**src/rtl/uart_tx_arbiter.sv**
```systemverilog
// Two-requester round-robin arbiter in front of a UART transmitter (start, LSB-first data, stop).
// Define UART_ARB_PARITY_EN to insert an even-parity bit between the data bits and the stop bit.
module uart_tx_arbiter #(
  parameter int OVERSAMPLE = 16,
  parameter int DATA_BITS  = 8
) (
  input  logic                 clk,
  input  logic                 rst,
  input  logic                 tick,
  input  logic [1:0]           bd_sel_in,
  output logic [1:0]           bd_rate,
  input  logic                 req0,
  input  logic                 req1,
  input  logic [DATA_BITS-1:0] data0,
  input  logic [DATA_BITS-1:0] data1,
  output logic                 ack0,
  output logic                 ack1,
  output logic                 grant,
  output logic                 busy,
  output logic                 tx,
  output logic [2:0]           state_dbg
);

  localparam int CW = ($clog2(OVERSAMPLE) > 4) ? $clog2(OVERSAMPLE) : 4;
  localparam int BW = (DATA_BITS > 1) ? $clog2(DATA_BITS) : 1;
  localparam logic [CW-1:0] TICK_LAST = CW'(OVERSAMPLE - 1);
  localparam logic [BW-1:0] BIT_LAST  = BW'(DATA_BITS - 1);

  localparam logic [2:0] IDLE   = 3'd0;
  localparam logic [2:0] START  = 3'd1;
  localparam logic [2:0] DATA   = 3'd2;
  localparam logic [2:0] STOP   = 3'd3;
`ifdef UART_ARB_PARITY_EN
  localparam logic [2:0] PARITY = 3'd4;
`endif

  logic [2:0]           state;
  logic [CW-1:0]        tick_cnt;
  logic [BW-1:0]        bit_idx;
  logic [DATA_BITS-1:0] shreg;
  logic [DATA_BITS-1:0] shifted;
`ifdef UART_ARB_PARITY_EN
  logic [DATA_BITS-1:0] data_q;
`endif
  logic                 grant_now;
  logic                 win;
  logic                 bit_done;

  // On a tie the requester that did not own the last frame wins.
  always_comb begin
    grant_now = (state == IDLE) && (req0 || req1);
    win       = (req0 && req1) ? ~grant : req1;
    bit_done  = tick && (tick_cnt == TICK_LAST);
    shifted   = shreg >> 1;
  end

  assign busy      = (state != IDLE);
  assign state_dbg = state;

  always_ff @(posedge clk or posedge rst) begin
    if (rst) begin
      state    <= IDLE;
      tx       <= 1'b1;
      ack0     <= 1'b0;
      ack1     <= 1'b0;
      grant    <= 1'b1;
      bd_rate  <= 2'b00;
      tick_cnt <= '0;
      bit_idx  <= '0;
      shreg    <= '0;
`ifdef UART_ARB_PARITY_EN
      data_q   <= '0;
`endif
    end else begin
      ack0 <= 1'b0;
      ack1 <= 1'b0;
      if (state == IDLE) begin
        // Ticks arriving on the grant edge are deliberately not counted.
        tick_cnt <= '0;
        bit_idx  <= '0;
        if (grant_now) begin
          state   <= START;
          tx      <= 1'b0;
          grant   <= win;
          bd_rate <= bd_sel_in;
          shreg   <= win ? data1 : data0;
`ifdef UART_ARB_PARITY_EN
          data_q  <= win ? data1 : data0;
`endif
          ack0    <= ~win;
          ack1    <= win;
        end
      end else if (tick) begin
        if (bit_done) begin
          tick_cnt <= '0;
          case (state)
            START: begin
              state   <= DATA;
              tx      <= shreg[0];
              bit_idx <= '0;
            end
            DATA: begin
              if (bit_idx == BIT_LAST) begin
`ifdef UART_ARB_PARITY_EN
                state <= PARITY;
                tx    <= ^data_q;
`else
                state <= STOP;
                tx    <= 1'b1;
`endif
              end else begin
                bit_idx <= bit_idx + 1'b1;
                shreg   <= shifted;
                tx      <= shifted[0];
              end
            end
`ifdef UART_ARB_PARITY_EN
            PARITY: begin
              state <= STOP;
              tx    <= 1'b1;
            end
`endif
            STOP: begin
              state <= IDLE;
              tx    <= 1'b1;
            end
            default: begin
              state <= IDLE;
              tx    <= 1'b1;
            end
          endcase
        end else begin
          tick_cnt <= tick_cnt + 1'b1;
        end
      end
    end
  end

endmodule

```
**config.mk**
```make
export PLATFORM = sky130hd
export DESIGN_NAME = uart_tx_arbiter
export DESIGN_NICKNAME = d
export VERILOG_FILES = /design/src/rtl/uart_tx_arbiter.sv
export SDC_FILE = /design/constraint.sdc
export NUM_CORES = 1
export LEC_CHECK = 0
export CAP_MARGIN = 25
export CORE_ASPECT_RATIO = 1.25
export CORE_MARGIN = 3
export CORE_UTILIZATION = 48
export CTS_CLUSTER_SIZE = 12
export DETAILED_ROUTE_END_ITERATION = 10
export MAX_ROUTING_LAYER = met4
export PLACE_DENSITY = 0.78
export SETUP_SLACK_MARGIN = 0.1
export SLEW_MARGIN = 20
export SYNTH_ARGS = -nofsm -noshare
export SYNTH_HDL_FRONTEND = slang
export SYNTH_SLANG_ARGS = --single-unit
```
**constraint.sdc**
```tcl
create_clock -name clk -period 2.1 [get_ports clk]
set_clock_uncertainty 0.15 [all_clocks]
set_input_delay 0.42 -clock clk [delete_from_list [all_inputs] [get_ports clk]]
set_output_delay 0.42 -clock clk [all_outputs]
set_load 0.05 [all_outputs]
```
* Word level (Yosys, flattened, before mapping)
Cells that the tools add are included.
** Word-level totals
- Register bits :: 24
- Bits in latches :: 0
- RAM bits :: 0
- Bits in read-only memories :: 0
- Input bits :: 23
- Memories kept :: 0
** Operators by class
- Add/sub/neg operators :: 2
- Multipliers :: 0
- Divide/modulo/power cells :: 0
- Magnitude comparators :: 0
- Eq/ne operators :: 8
- Shifts and indexed selects :: 0
- Muxes and demuxes :: 32
- Bitwise logic cells :: 2
- Reductions and logical operators :: 15
** Operators with widths (count)
- 8-bit two-way mux :: 7
- 3-bit two-way mux :: 9
- 4-bit two-way mux :: 3
- 3-bit one-hot mux with 2 select lines :: 2
- 1-bit two-way mux :: 10
- 4-bit AND reduction :: 2
- 3-bit inequality test, second input constant :: 2
- 2-bit nonzero test :: 3
- 3-bit nonzero test :: 2
- 5-bit AND reduction :: 1
- 4-bit by 1-bit adder with 4-bit output, second input constant :: 1
- 4-bit == test, second input constant :: 1
- 2-bit inequality test, second input constant :: 2
- 3-bit by 1-bit adder with 3-bit output, second input constant :: 1
- 3-bit by 1-bit == test with 1-bit output, second input constant :: 1
- 3-bit by 2-bit == test with 1-bit output, second input constant :: 1
- 3-bit == test, second input constant :: 1
- 1-bit logical AND :: 3
- 3-bit zero test :: 1
- 3-bit AND reduction :: 1
- 1-bit inverter :: 2
- 1-bit one-hot mux with 2 select lines :: 1
- 2-bit AND reduction :: 1
- 1-bit logical OR :: 1

* Logic depth before layout (Yosys ltp)
- Depth after elaboration :: 6
- Depth in mapped cells :: 7
- Gate-level depth less buffers :: 6

* Worst setup path after synthesis
OpenSTA, ideal clock, no wires.
- Kind :: flip-flop to flip-flop
- From :: register state[0] (netlist: state_dbg[0])
- To :: register shreg[0]
- Library setup time :: 0.125 ns
- Arrival time :: 1.847 ns
- Data required time :: 1.825 ns
- Path slack :: -0.022 ns
- Stages on the path, launching flop included :: 7
- Period minus slack after synthesis :: 2.122 ns
- Cell sequence :: dfrtp_1 inv_1 ha_1 buf_6 o21a_1 buf_6 mux2_4
** Between the ends
- Word-level cells in the longest chain between the ends :: 4
** RTL lines
- start, declared :: line 37 : logic [2:0] state;
- start signal, assigned :: line 62 : state <= IDLE;
- start signal, assigned :: line 82 : state <= START;
- start signal, assigned :: line 98 : state <= DATA;
- 3-bit zero test :: line 51, 77
- 1-bit logical AND :: line 51 : grant_now = (state == IDLE) && (req0 || req1);
- 2-bit inequality test (no source line)
- 5-bit AND reduction (no source line)
- end signal, assigned :: line 86 : shreg <= win ? data1 : data0;
- end signal, assigned :: line 113 : shreg <= shifted;
- end, declared :: line 40 : logic [DATA_BITS-1:0] shreg;
Parallel ways exist; a longest one is shown, timed or not.
A chain may end at the register's enable or synchronous reset.

* Final worst setup path
- From :: register state[1] (netlist: state_dbg[1])
- To :: output port busy
** Between the ends
- Word-level cells in the longest chain between the ends :: 1
** RTL lines
- 3-bit nonzero test :: line 57 : assign busy = (state != IDLE);
- end, declared :: line 19 : output logic busy,
No other way between the ends.

==> metrics.csv <==
metric,value,unit
"top cells by area, synth","dfrtp_1, mux2_4, a21oi_1",
GRT Total Usage,17.8,%
CTS tree,built,
CTS H-tree lvls,1,
Pleak,0.870,nW
largest family of logic cells by synthesized area,compound AO/OA/AOI/OAI gates,
Commonest cells post-synth,"dfrtp_1, a21oi_1, nand2_1",
antenna cell count,0,
Tcrit/Tclk final,92.2,%
Psw,1.08,mW
sequential area share after synthesis,43.3,%
DRT Wirelength,2870,µm
wire per inst,13.5,µm
"Hold-fix buffers, CTS",0,
"Hold Vio Cnt, Final",0,
Final Setup Violations,0,
switch share,42.7,%
Adder-Cell Fraction of Synth Area,6.57,%
most common cell in the netlist,dfrtp_1,
Cells after Synth,131,
TNS Setup,0,ns
Synth Register Bits,23,
Yosys warnings,0,
routability cong.,0.811,
Final Core Density,71.4,%
Synth Area in XOR/XNOR,0.657,%
post-synthesis simple-gate area fraction,13.4,%
Post-synth EDFFs,0,
Die Y,64.9,µm
Max IR drop VDD,0.803,mV
Synth Cell Area,1330,µm²
initial core utilization,52.3,%
Clock Tree Buf Depth,2,
first-pass GRT wire length,4420,µm
Core ar.,2550,µm²
met2 Use GR,31.5,%
Max Fclk,516,MHz
compound-cell area share of the yosys netlist,16.9,%
die area,3450,µm²
run status,"finished, final reports clean",
mux cell area share after synthesis,13.9,%
placed insts,200,
vias in the first global route,1099,
total CTS buffers,3,
Area Growth Syn to Fin,36.7,%
most used routing layer,met2,
total number of vias,1100,
critical path type,reg2out,
Hold Path Class,in2async,
Internal,1.45,mW
Remaining DRCs,0,
buffers added on ports,31,
Critical Path Fanout Max,6,
grt met1 use,19.1,%
min cycle time layout,1.94,ns
Synth Flop Type,dfrtp_1,
cell taking the most area after synthesis,dfrtp_1,
maxcap violations,0,
post-synth top area share,39.4,%
Min Hold Slack,0.276,ns
syn_nets,161,
PD cells,1380,nW/µm²
Skew-Pair Late Insertion Delay,0.31,ns
nets@finish,210,
endpoint class of the critical path,output pin,
Rows,20,
share of layout cells above drive strength 1,30.2,%
DR vias/cell,5.19,
Clock Tree Root,clkbuf_4,
boundary pin count,33,
Filler cells,201,
Finished Layout Cells,212,
"Req. time, crit path",1.53,ns
Initial DRT Pass Iterations,4,
largest net degree at the start of global routing,24,
unrepaired setup endpoints after global routing,false,
hpwl dp,2090,µm
CP startpoint kind,register,
Clk pwr share,8.1,%
initial antenna violation count,0,
grt met3 use,2.07,%
worst reg-to-reg setup slack,0.22,ns
share of power burned in registers,30.1,%
Clock transition at path regs,0.12,ns
ys async rst share,100,%
Synth cell types,35,
Comb power frac,61.8,%
CP arrival,1.37,ns
GR Overflow Total,0,
ANT nets after route,0,
syn avg cell area,10.2,µm²
DR iter-0 viols,28,
CTS Sinks,23,
Die X,53.2,µm
fin. max-slew vios,0,
==> worst paths after layout <==
check / from / endpoint / depth (start not counted)
worst max register to register: bit_idx[0] / shreg[6] / 6
min in group clk: bit_idx[0] / bit_idx[0] / 1
worst min-delay path: rst / shreg[1] / 3
worst max-delay path: state_dbg[1] / busy / 5
worst min register to register: bit_idx[0] / bit_idx[0] / 1
max in group asynchronous: rst / grant / 3
==> critical path: stages (launching register included) <==
cell and delay, ns:
dfrtp_2 0.46, inv_2 0.09, ha_4 0.17, buf_6 0.15, inv_8 0.04, buf_8 0.14
==> power by group through the flow <==
| stage | Sequential, mW | Clock [mW] | Combinational [mW] |
|---|---|---|---|
| finish | 0.760 | 0.205 | 1.56 |
| CTS | 0.764 | 0.213 | 1.39 |
| global placement | 0.762 | 0 | 1.32 |
| detailed placement | 0.771 | 0 | 1.36 |
| floorplan | 0.949 | 0 | 0.815 |
| global route | 0.783 | 0.230 | 1.69 |
==> cell usage in the layout, fill, tap and decap left out, drive strengths merged, types with 4 or more instances in the layout <==
| cell | Yosys | final |
|---|---|---|
| clkbuf | 0 | 4 |
| o21ai | 6 | 6 |
| a21oi | 18 | 18 |
| ha | 7 | 7 |
| dlygate4sd2 | 0 | 4 |
| dfrtp | 21 | 21 |
| inv | 5 | 5 |
| clkdlybuf4s50 | 0 | 22 |
| nor2 | 12 | 12 |
| buf | 6 | 24 |
| nand3 | 4 | 4 |
| nand2 | 18 | 18 |
| mux2 | 12 | 12 |
==> cells by family after synthesis <==
family / Yosys count
DFF: 23
adders and majority gates: 7
AOI/OAI and AO/OA: 34
and+or+nand+nor: 40
xor gates and xnor gates: 1
buffers and inverters: 11
other: 1
muxes: 14
==> repair_timing <==
item	in CTS	in global routing
endpoints found under the hold margin	0	0
pin swaps	0	1
resized for setup	9	5
endpoints found under the setup margin	13	1
setup buffers	0	8
==> layer usage <==
metal  up-vias  part of all wire, %
li1        547                    -
met1       512                   40
met2        37                   54
met3         4                  4.7
met4         0                  1.5
met5         -                    0
==> registers in the layout, summed over array words and instances, names as in the netlist <==
| register | count |
|---|---|
| bit_idx | 3 |
| ack1 | 1 |
| state_dbg | 2 |
| grant | 1 |
| bd_rate | 2 |
| tick_cnt | 4 |
| tx | 1 |
| shreg | 8 |
| ack0 | 1 |
==> stage by stage <==
stage | power (mW) | instance area [µm²] | setup slack (ns)
2_1_floorplan | 1.76 | 1340 | 0.144
3_3_place_gp | 2.08 | 1710 | 0.0401
3_5_place_dp | 2.13 | 1710 | 0.0256
4_1_cts | 2.37 | 1750 | 0.0469
5_1_grt | 2.70 | 1820 | 0.0935
6_report | 2.52 | 1820 | 0.163
==> cell type report <==
type | instances | area, µm² | area share (%)
repair buffers | 50 | 447 | 24.5
flip-flops and latches | 23 | 581 | 31.8
clock buffers | 4 | 26.3 | 1.44
multi-input cells | 97 | 702 | 38.5
well taps | 33 | 41.3 | 2.26
inverters | 5 | 26.3 | 1.44
Note: power is estimated with default switching activity, not from simulation.
